### config.mk
export PLATFORM = sky130hd
export DESIGN_NAME = mac_window_ctrl_flat
export DESIGN_NICKNAME = d
export VERILOG_FILES = /design/src/rtl/mac_window_if.sv /design/src/rtl/mac_window_ctrl.sv /design/src/flat_wrapper.sv
export SDC_FILE = /design/constraint.sdc
export NUM_CORES = 1
export LEC_CHECK = 0
export CAP_MARGIN = 20
export CORE_MARGIN = 10
export CORE_UTILIZATION = 59
export DETAILED_ROUTE_END_ITERATION = 7
export PLACE_DENSITY_LB_ADDON = 0.1
export SLEW_MARGIN = 20
export SYNTH_ARGS = -nofsm -noshare
export SYNTH_HDL_FRONTEND = slang
export SYNTH_SLANG_ARGS = --single-unit
export TNS_END_PERCENT = 30
### constraint.sdc
create_clock -name clk -period 2.85 [get_ports clk]
set_input_delay 0.57 -clock clk [delete_from_list [all_inputs] [get_ports clk]]
set_output_delay 0.57 -clock clk [all_outputs]
set_load 0.02 [all_outputs]
### src/rtl/mac_window_if.sv
// Operand-in / result-out handshake bundle for mac_window_ctrl.
// The slave modport is the block's view; the master modport is the view of whoever drives it.
interface mac_window_if #(
    parameter int W_WIDTH   = 8,
    parameter int A_WIDTH   = 8,
    parameter int OUT_WIDTH = 8,
    parameter int CNT_WIDTH = 10
);
    logic                        in_valid;
    logic                        in_ready;
    logic signed [W_WIDTH-1:0]   in_w;
    logic        [A_WIDTH-1:0]   in_a;
    logic                        in_last;
    logic                        out_valid;
    logic                        out_ready;
    logic signed [OUT_WIDTH-1:0] out_data;
    logic                        out_sat;
    logic        [CNT_WIDTH-1:0] out_len;

    modport slave (
        input  in_valid, in_w, in_a, in_last, out_ready,
        output in_ready, out_valid, out_data, out_sat, out_len
    );

    modport master (
        output in_valid, in_w, in_a, in_last, out_ready,
        input  in_ready, out_valid, out_data, out_sat, out_len
    );
endinterface

### src/rtl/mac_window_ctrl.sv
// Window controller for a 2-stage MAC: gates operand beats onto the MAC, drives accu_rst,
// captures each window sum and emits it rounded, shifted and saturated.
module mac_window_ctrl #(
    parameter int W_WIDTH    = 8,
    parameter int A_WIDTH    = 8,
    parameter int PLUS_WIDTH = 4,
    parameter int OUT_WIDTH  = 8,
    parameter int CNT_WIDTH  = 10
) (
    input  logic                                          clk,
    input  logic                                          rst,
    mac_window_if.slave                                   bus,
    input  logic        [4:0]                             cfg_shift,
    output logic signed [W_WIDTH-1:0]                     mac_w,
    output logic        [A_WIDTH-1:0]                     mac_a,
    output logic                                          mac_accu_rst,
    input  logic signed [W_WIDTH+A_WIDTH+PLUS_WIDTH-1:0]  mac_z
);
    localparam int Z_WIDTH = W_WIDTH + A_WIDTH + PLUS_WIDTH;
    localparam int R_WIDTH = Z_WIDTH + 1;
    localparam logic signed [R_WIDTH-1:0] SAT_MAX = R_WIDTH'(2 ** (OUT_WIDTH - 1) - 1);
    localparam logic signed [R_WIDTH-1:0] SAT_MIN = R_WIDTH'(-(2 ** (OUT_WIDTH - 1)));

    typedef enum logic [1:0] {
        S_INIT,
        S_ACCUM,
        S_DRAIN1,
        S_DRAIN2
    } state_t;

    state_t                      r_state;
    state_t                      w_state_next;
    logic                        w_in_ready;
    logic                        w_accept;
    logic                        w_capture;
    logic                        w_accu_rst;

    logic        [CNT_WIDTH-1:0] r_count;
    logic                        r_out_valid;
    logic signed [OUT_WIDTH-1:0] r_out_data;
    logic                        r_out_sat;
    logic        [CNT_WIDTH-1:0] r_out_len;

    logic signed [R_WIDTH-1:0]   w_z_ext;
    logic signed [R_WIDTH-1:0]   w_round;
    logic signed [R_WIDTH-1:0]   w_rounded;
    logic signed [R_WIDTH-1:0]   w_shifted;
    logic signed [OUT_WIDTH-1:0] w_q_data;
    logic                        w_q_sat;

    // NOTE: registers take <= so every flop samples pre-edge values regardless of block order.
    always_ff @(posedge clk or posedge rst) begin
        if (rst) r_state <= S_INIT;
        else     r_state <= w_state_next;
    end

    // NOTE: every signal written here gets a default first; a path leaving one unassigned infers a latch.
    always_comb begin
        w_state_next = r_state;
        w_in_ready   = 1'b0;
        w_accept     = 1'b0;
        w_capture    = 1'b0;
        w_accu_rst   = 1'b0;
        unique case (r_state)
            S_INIT: begin
                w_accu_rst   = 1'b1;
                w_state_next = S_ACCUM;
            end
            S_ACCUM: begin
                w_in_ready = 1'b1;
                w_accept   = bus.in_valid;
                if (bus.in_valid && bus.in_last) w_state_next = S_DRAIN1;
            end
            // Bubble cycle: keeps a next-window product out of a sum that accu_rst is about to clear.
            S_DRAIN1: w_state_next = S_DRAIN2;
            S_DRAIN2: begin
                w_capture = !r_out_valid || bus.out_ready;
                if (w_capture) begin
                    w_accu_rst   = 1'b1;
                    w_state_next = S_ACCUM;
                end
            end
            default: w_state_next = S_INIT;
        endcase
    end

    assign bus.in_ready  = w_in_ready;
    assign mac_w         = w_accept ? bus.in_w : '0;
    assign mac_a         = w_accept ? bus.in_a : '0;
    assign mac_accu_rst  = w_accu_rst;

    // Round half up, then arithmetic shift; one extra bit keeps the rounding add from overflowing.
    always_comb begin
        w_z_ext   = {mac_z[Z_WIDTH-1], mac_z};
        w_round   = (cfg_shift == 5'd0) ? '0 : (R_WIDTH'(1) << (cfg_shift - 5'd1));
        w_rounded = w_z_ext + w_round;
        w_shifted = w_rounded >>> cfg_shift;
        w_q_data  = w_shifted[OUT_WIDTH-1:0];
        w_q_sat   = 1'b0;
        if (w_shifted > SAT_MAX) begin
            w_q_data = SAT_MAX[OUT_WIDTH-1:0];
            w_q_sat  = 1'b1;
        end else if (w_shifted < SAT_MIN) begin
            w_q_data = SAT_MIN[OUT_WIDTH-1:0];
            w_q_sat  = 1'b1;
        end
    end

    always_ff @(posedge clk or posedge rst) begin
        if (rst) begin
            r_count     <= '0;
            r_out_valid <= 1'b0;
            r_out_data  <= '0;
            r_out_sat   <= 1'b0;
            r_out_len   <= '0;
        end else begin
            if (w_capture)                      r_count <= '0;
            else if (w_accept && !(&r_count))   r_count <= r_count + 1'b1;

            if (w_capture) begin
                r_out_valid <= 1'b1;
                r_out_data  <= w_q_data;
                r_out_sat   <= w_q_sat;
                r_out_len   <= r_count;
            end else if (bus.out_ready) begin
                r_out_valid <= 1'b0;
            end
        end
    end

    assign bus.out_valid = r_out_valid;
    assign bus.out_data  = r_out_data;
    assign bus.out_sat   = r_out_sat;
    assign bus.out_len   = r_out_len;
endmodule

### src/flat_wrapper.sv
// flat-port wrapper written by rule: the top's interface ports become plain ports
module mac_window_ctrl_flat 
#(
    parameter int W_WIDTH    = 8,
    parameter int A_WIDTH    = 8,
    parameter int PLUS_WIDTH = 4,
    parameter int OUT_WIDTH  = 8,
    parameter int CNT_WIDTH  = 10
)
  (clk, rst, cfg_shift, mac_w, mac_a, mac_accu_rst, mac_z, bus_in_valid, bus_in_w, bus_in_a, bus_in_last, bus_out_ready, bus_in_ready, bus_out_valid, bus_out_data, bus_out_sat, bus_out_len);
  mac_window_if #(.W_WIDTH(W_WIDTH), .A_WIDTH(A_WIDTH), .OUT_WIDTH(OUT_WIDTH), .CNT_WIDTH(CNT_WIDTH)) bus_i ();
  input  logic clk;
  input  logic rst;
  input  logic        [4:0] cfg_shift;
  output logic signed [W_WIDTH-1:0] mac_w;
  output logic        [A_WIDTH-1:0] mac_a;
  output logic mac_accu_rst;
  input  logic signed [W_WIDTH+A_WIDTH+PLUS_WIDTH-1:0] mac_z;
  input wire logic [$bits(bus_i.in_valid)-1:0] bus_in_valid;
  input wire logic [$bits(bus_i.in_w)-1:0] bus_in_w;
  input wire logic [$bits(bus_i.in_a)-1:0] bus_in_a;
  input wire logic [$bits(bus_i.in_last)-1:0] bus_in_last;
  input wire logic [$bits(bus_i.out_ready)-1:0] bus_out_ready;
  output wire logic [$bits(bus_i.in_ready)-1:0] bus_in_ready;
  output wire logic [$bits(bus_i.out_valid)-1:0] bus_out_valid;
  output wire logic [$bits(bus_i.out_data)-1:0] bus_out_data;
  output wire logic [$bits(bus_i.out_sat)-1:0] bus_out_sat;
  output wire logic [$bits(bus_i.out_len)-1:0] bus_out_len;
  assign bus_i.in_valid = bus_in_valid;
  assign bus_i.in_w = bus_in_w;
  assign bus_i.in_a = bus_in_a;
  assign bus_i.in_last = bus_in_last;
  assign bus_i.out_ready = bus_out_ready;
  assign bus_in_ready = bus_i.in_ready;
  assign bus_out_valid = bus_i.out_valid;
  assign bus_out_data = bus_i.out_data;
  assign bus_out_sat = bus_i.out_sat;
  assign bus_out_len = bus_i.out_len;
  mac_window_ctrl #(.W_WIDTH(W_WIDTH), .A_WIDTH(A_WIDTH), .PLUS_WIDTH(PLUS_WIDTH), .OUT_WIDTH(OUT_WIDTH), .CNT_WIDTH(CNT_WIDTH)) u_core (.clk(clk), .rst(rst), .bus(bus_i), .cfg_shift(cfg_shift), .mac_w(mac_w), .mac_a(mac_a), .mac_accu_rst(mac_accu_rst), .mac_z(mac_z));
endmodule
==> qor.yml, run 1 <==
run_status: "stopped before the end"
stop_stage: "clock tree synthesis"
error_line: "[ERROR DPL-0033] detailed placement checks failed during check placement."
synth_edf_count: 0
dieWidth_um: 108
cts-buffers-inserted: 5
htreeDepth: 2
synth_ff_type: "dfrtp_1"
yosysTopAreaCell: "dfrtp_1"
async_reset_ff_share_pct: 100
start_util_pct: 61.3
synth_nets: 672
seq_area_frac_synth_pct: 17.7
syn-instance-count: 600
ctsHoldBuffers: 0
yosysTopAreaCellShare_pct: 17.7
row_count: 31
cts-root-buf: "clkbuf_8"
dieHeight_um: 108
clock_sinks: 32
syn_area_um2: 4520
routabilityCongestion: 1.11
post-cts-setup-buffers: 19
synth_common_cells: "80 x nor2_1, 62 x nand2_1, 50 x a21oi_1"
synth.ff_latch_count: 32
synth_warnings: 0
post_cts_resize_count: 102
ys_types: 88
port_buffers: 83
pre_cts_slack_ns: -2.43
hpwl_mm: 16.8
syn_area_per_cell_um2: 7.53
cts_buffer_depth: 2
synth_most_common_cell: "nor2_1"
io_pins: 84
synth.area.top_cells: "dfrtp_1 18%, ha_1 6.9%, nor2_1 6.6%"
[stage by stage]
stage / hold slack [ns] / util [%] / area [µm²] / instances
2_1_floorplan: 0.511 / - / 4720 / 600
3_3_place_gp: 0.489 / 91.4 / 6730 / 924
3_5_place_dp: 0.500 / 91.4 / 6730 / 924
[cell families after synthesis]
group | Yosys count | share of synthesized area, %
adders and majority gates | 26 | 7.36
AOI/OAI and AO/OA | 194 | 31.9
xor gates and xnor gates | 18 | 3.65
DFF | 32 | 17.7
muxes | 29 | 7.89
and+or+nand+nor | 249 | 26.5
buffers and inverters | 52 | 5.01
==> inputs of run 2 (changes only) <==
CORE_UTILIZATION = 40   (was 59)
PLACE_DENSITY_LB_ADDON = 0.15   (was 0.1)
==> qor.yml, run 2 <==
maxSlewHeadroom_pct: 65.0
fmax_mhz: 233
regToRegSetupSlack_ns: 0.55
power_density_nw_per_um2: 382
rsz0062_at_grt: "true"
row_count: 38  # was 31
syn_area_per_cell_um2: 7.53  # unchanged
start_kind: "input pin"
synth.area.top_cells: "dfrtp_1 18%, ha_1 6.9%, nor2_1 6.6%"  # unchanged
min_to: "u_core.bus.out_len[6]"
yosysTopAreaCellShare_pct: 17.7  # unchanged
antenna_found_initial: 0
ys_types: 88  # unchanged
ant_nets: 0
vias_per_cell: 5.83
path_cells: "buf_6 > nor2_4 > buf_6 > nand2_8 > nor2_4 > ha_4 > buf_4 > nand2_1 > o21a_1 > o41ai_2 > a211oi_2 > mux2_4 > or3_4 > buf_6 > mux2_4 > a2111oi_4 > o2111ai_4 > o31ai_4 > o211ai_1 > a21oi_2"
place_area_um2: 6860  # was 6730 µm²
p_leak_uw: 0.00362
cts_buffer_depth: 2  # unchanged
fin_area_um2: 8180
cpMaxStageDelayCell: "or3_4"
worstMarginPinSlew_ns: 0.525
clk_latency_ns: 0.28
drt_iter0_markers: 512
fin_skew_ns: 0.00466
clk_pin_slew_ns: 0.06
min_period_over_period_pct: 151
violations: "negative setup slack"
finalNetCount: 953
run_status: "complete, but fails checks"  # was stopped before the end
grt_util_all_layers_pct: 21.7
period_minus_slack_ns: 4.30
hold_start: "u_core.bus.out_len[6]"
synth_ff_type: "dfrtp_1"  # unchanged
seq_area_frac_synth_pct: 17.7  # unchanged
slowest_delay_ns: 0.40
drive_gt1_share_pct: 45.2
design.die.area_um2: 16000
dp_cells: 973  # was 924
synth.ff_latch_count: 32  # unchanged
synth_warnings: 0  # unchanged
hpwl_mm: 15.0  # was 16.8 mm
cts_tree: "yes"
areaGrowthSynthToFinish_pct: 80.9
r2r_end: "u_core.r_count[9]"
synth_common_cells: "80 x nor2_1, 62 x nand2_1, 50 x a21oi_1"  # unchanged
synth_most_common_cell: "nor2_1"  # unchanged
syn-instance-count: 600  # unchanged
whs_ns: 0.506
port_buffers: 83  # unchanged
critPathCaptureType: "register"
dieHeight_um: 126  # was 108 µm
crit_fanout: 6
dieWidth_um: 126  # was 108 µm
slew_viol_final: 0
final_cell_mix: "209 x buf_4, 76 x clkdlybuf4s50_1, 60 x nor2_1"
arrival_ns: 4.51
ir_drop_v: 0.000499
crit_top_cell: "buf_6"
io_pins: 84  # unchanged
worstReg2RegStart: "u_core.r_state[1]"
cp.buffers_inverters: 4
syn_area_um2: 4520  # unchanged
setup_violations: 9
hold_viol_final: 0
nFillCells: 798
grt_overflow: 0
htreeDepth: 2  # unchanged
synth_edf_count: 0  # unchanged
vias: 5955
grt_max_degree: 33
crit_required_ns: 3.06
worst_r2r_path_depth: 6
n_antenna_cell: 0
yosysTopAreaCell: "dfrtp_1"  # unchanged
routabilityCongestion: 0.969  # was 1.11
path_delay_family: "compound AO/OA/AOI/OAI gates"
coreArea_um2: 10900
max_cap_violations: 0
async_reset_ff_share_pct: 100  # unchanged
final_cells: 1022
min_path_cells: 1
cts-root-buf: "clkbuf_16"  # was clkbuf_8
worstSetupPathType: "in2reg"
drt_wl_total_mm: 19.6
final_common_cell: "buf_4"
grt_pass1_wl_mm: 29.4
drc_errors: 0
grt_pass1_vias: 5700
avgRoutedWirePerCell_um: 19.2
hold_class: "reg2reg"
start_util_pct: 41.3  # was 61.3%
fin_ws_ns: -1.45
drtPass1Iterations: 5
clock_sinks: 32  # unchanged
cts-buffers-inserted: 5  # unchanged
synth_nets: 672  # unchanged
run 2: stage by stage:
stage	util (%)	TNS [ns]	total power, µW	worst slack (ns)
finish	74.8	-11.27	3130	-1.45
global route	74.8	-12.66	3320	-1.59
global placement	62.7	-19.85	2290	-2.39
detailed placement	62.7	-19.80	2320	-2.39
CTS	68.2	-12.74	3000	-1.62
floorplan	-	-10.48	1580	-1.32
run 2: kinds of logic (layout without fill, tap and decap cells):
kind of cell             after synthesis  after routing  synth area share, %
AO/OA/AOI/OAI                        194            194                 31.9
XOR/XNOR                              18             18                 3.65
adder cells (fa/ha/maj)               26             26                 7.36
buffers and inverters                 52            334                 5.01
flip-flops                            32             32                 17.7
multiplexers                          29             29                 7.89
AND/OR/NAND/NOR                      249            249                 26.5
run 2: area by class of cell:
type,count,area [µm²],share of cell area [%]
Sequential cell,32,801,9.79
Timing Repair Buffer,306,2620,32.0
Clock buffer,5,125,1.53
Clock inverter,3,42.5,0.520
Tap cell,140,175,2.14
Inverter,20,106,1.30
Multi-Input combinational cell,516,4310,52.7
run 2: worst max-delay path by stage:
stage / from / end / slack (ns) / cells past startpoint
2_1_floorplan: cfg_shift[2] / u_core.bus.out_data[1] / -1.32 / 19
3_5_place_dp: cfg_shift[3] / u_core.bus.out_data[4] / -2.39 / 20
6_report: cfg_shift[4] / u_core.bus.out_data[2] / -1.45 / 20
5_1_grt: cfg_shift[1] / u_core.bus.out_data[2] / -1.59 / 21
4_1_cts: cfg_shift[1] / u_core.bus.out_data[1] / -1.62 / 21
3_3_place_gp: cfg_shift[3] / u_core.bus.out_sat / -2.39 / 20
run 2: repair_timing:
action | CTS | global route
setup endpoints to repair | 9 | 17
endpoints found under the hold margin | 0 | 0
hold buffers | 0 | 0
pin swaps | 36 | 58
gates resized for setup | 78 | 118
buffers inserted | 23 | 22
run 2: power by group:
part	switching, µW	total, µW	leakage, µW	internal, µW
combinational	982	1880	0.00314	897
sequential	72.9	637	0.000405	564
clock	202	613	0.0000798	410
run 2: layer usage:
layer | wire length, µm | vias up | GRT usage (%)
li1 | - | 2809 | -
met1 | 8320 | 2847 | 28.1
met2 | 9720 | 252 | 37.4
met3 | 1060 | 47 | 2.12
met4 | 515 | 0 | 5.89
met5 | 0 | - | 0
No activity file was read; power rests on OpenSTA's default activity.
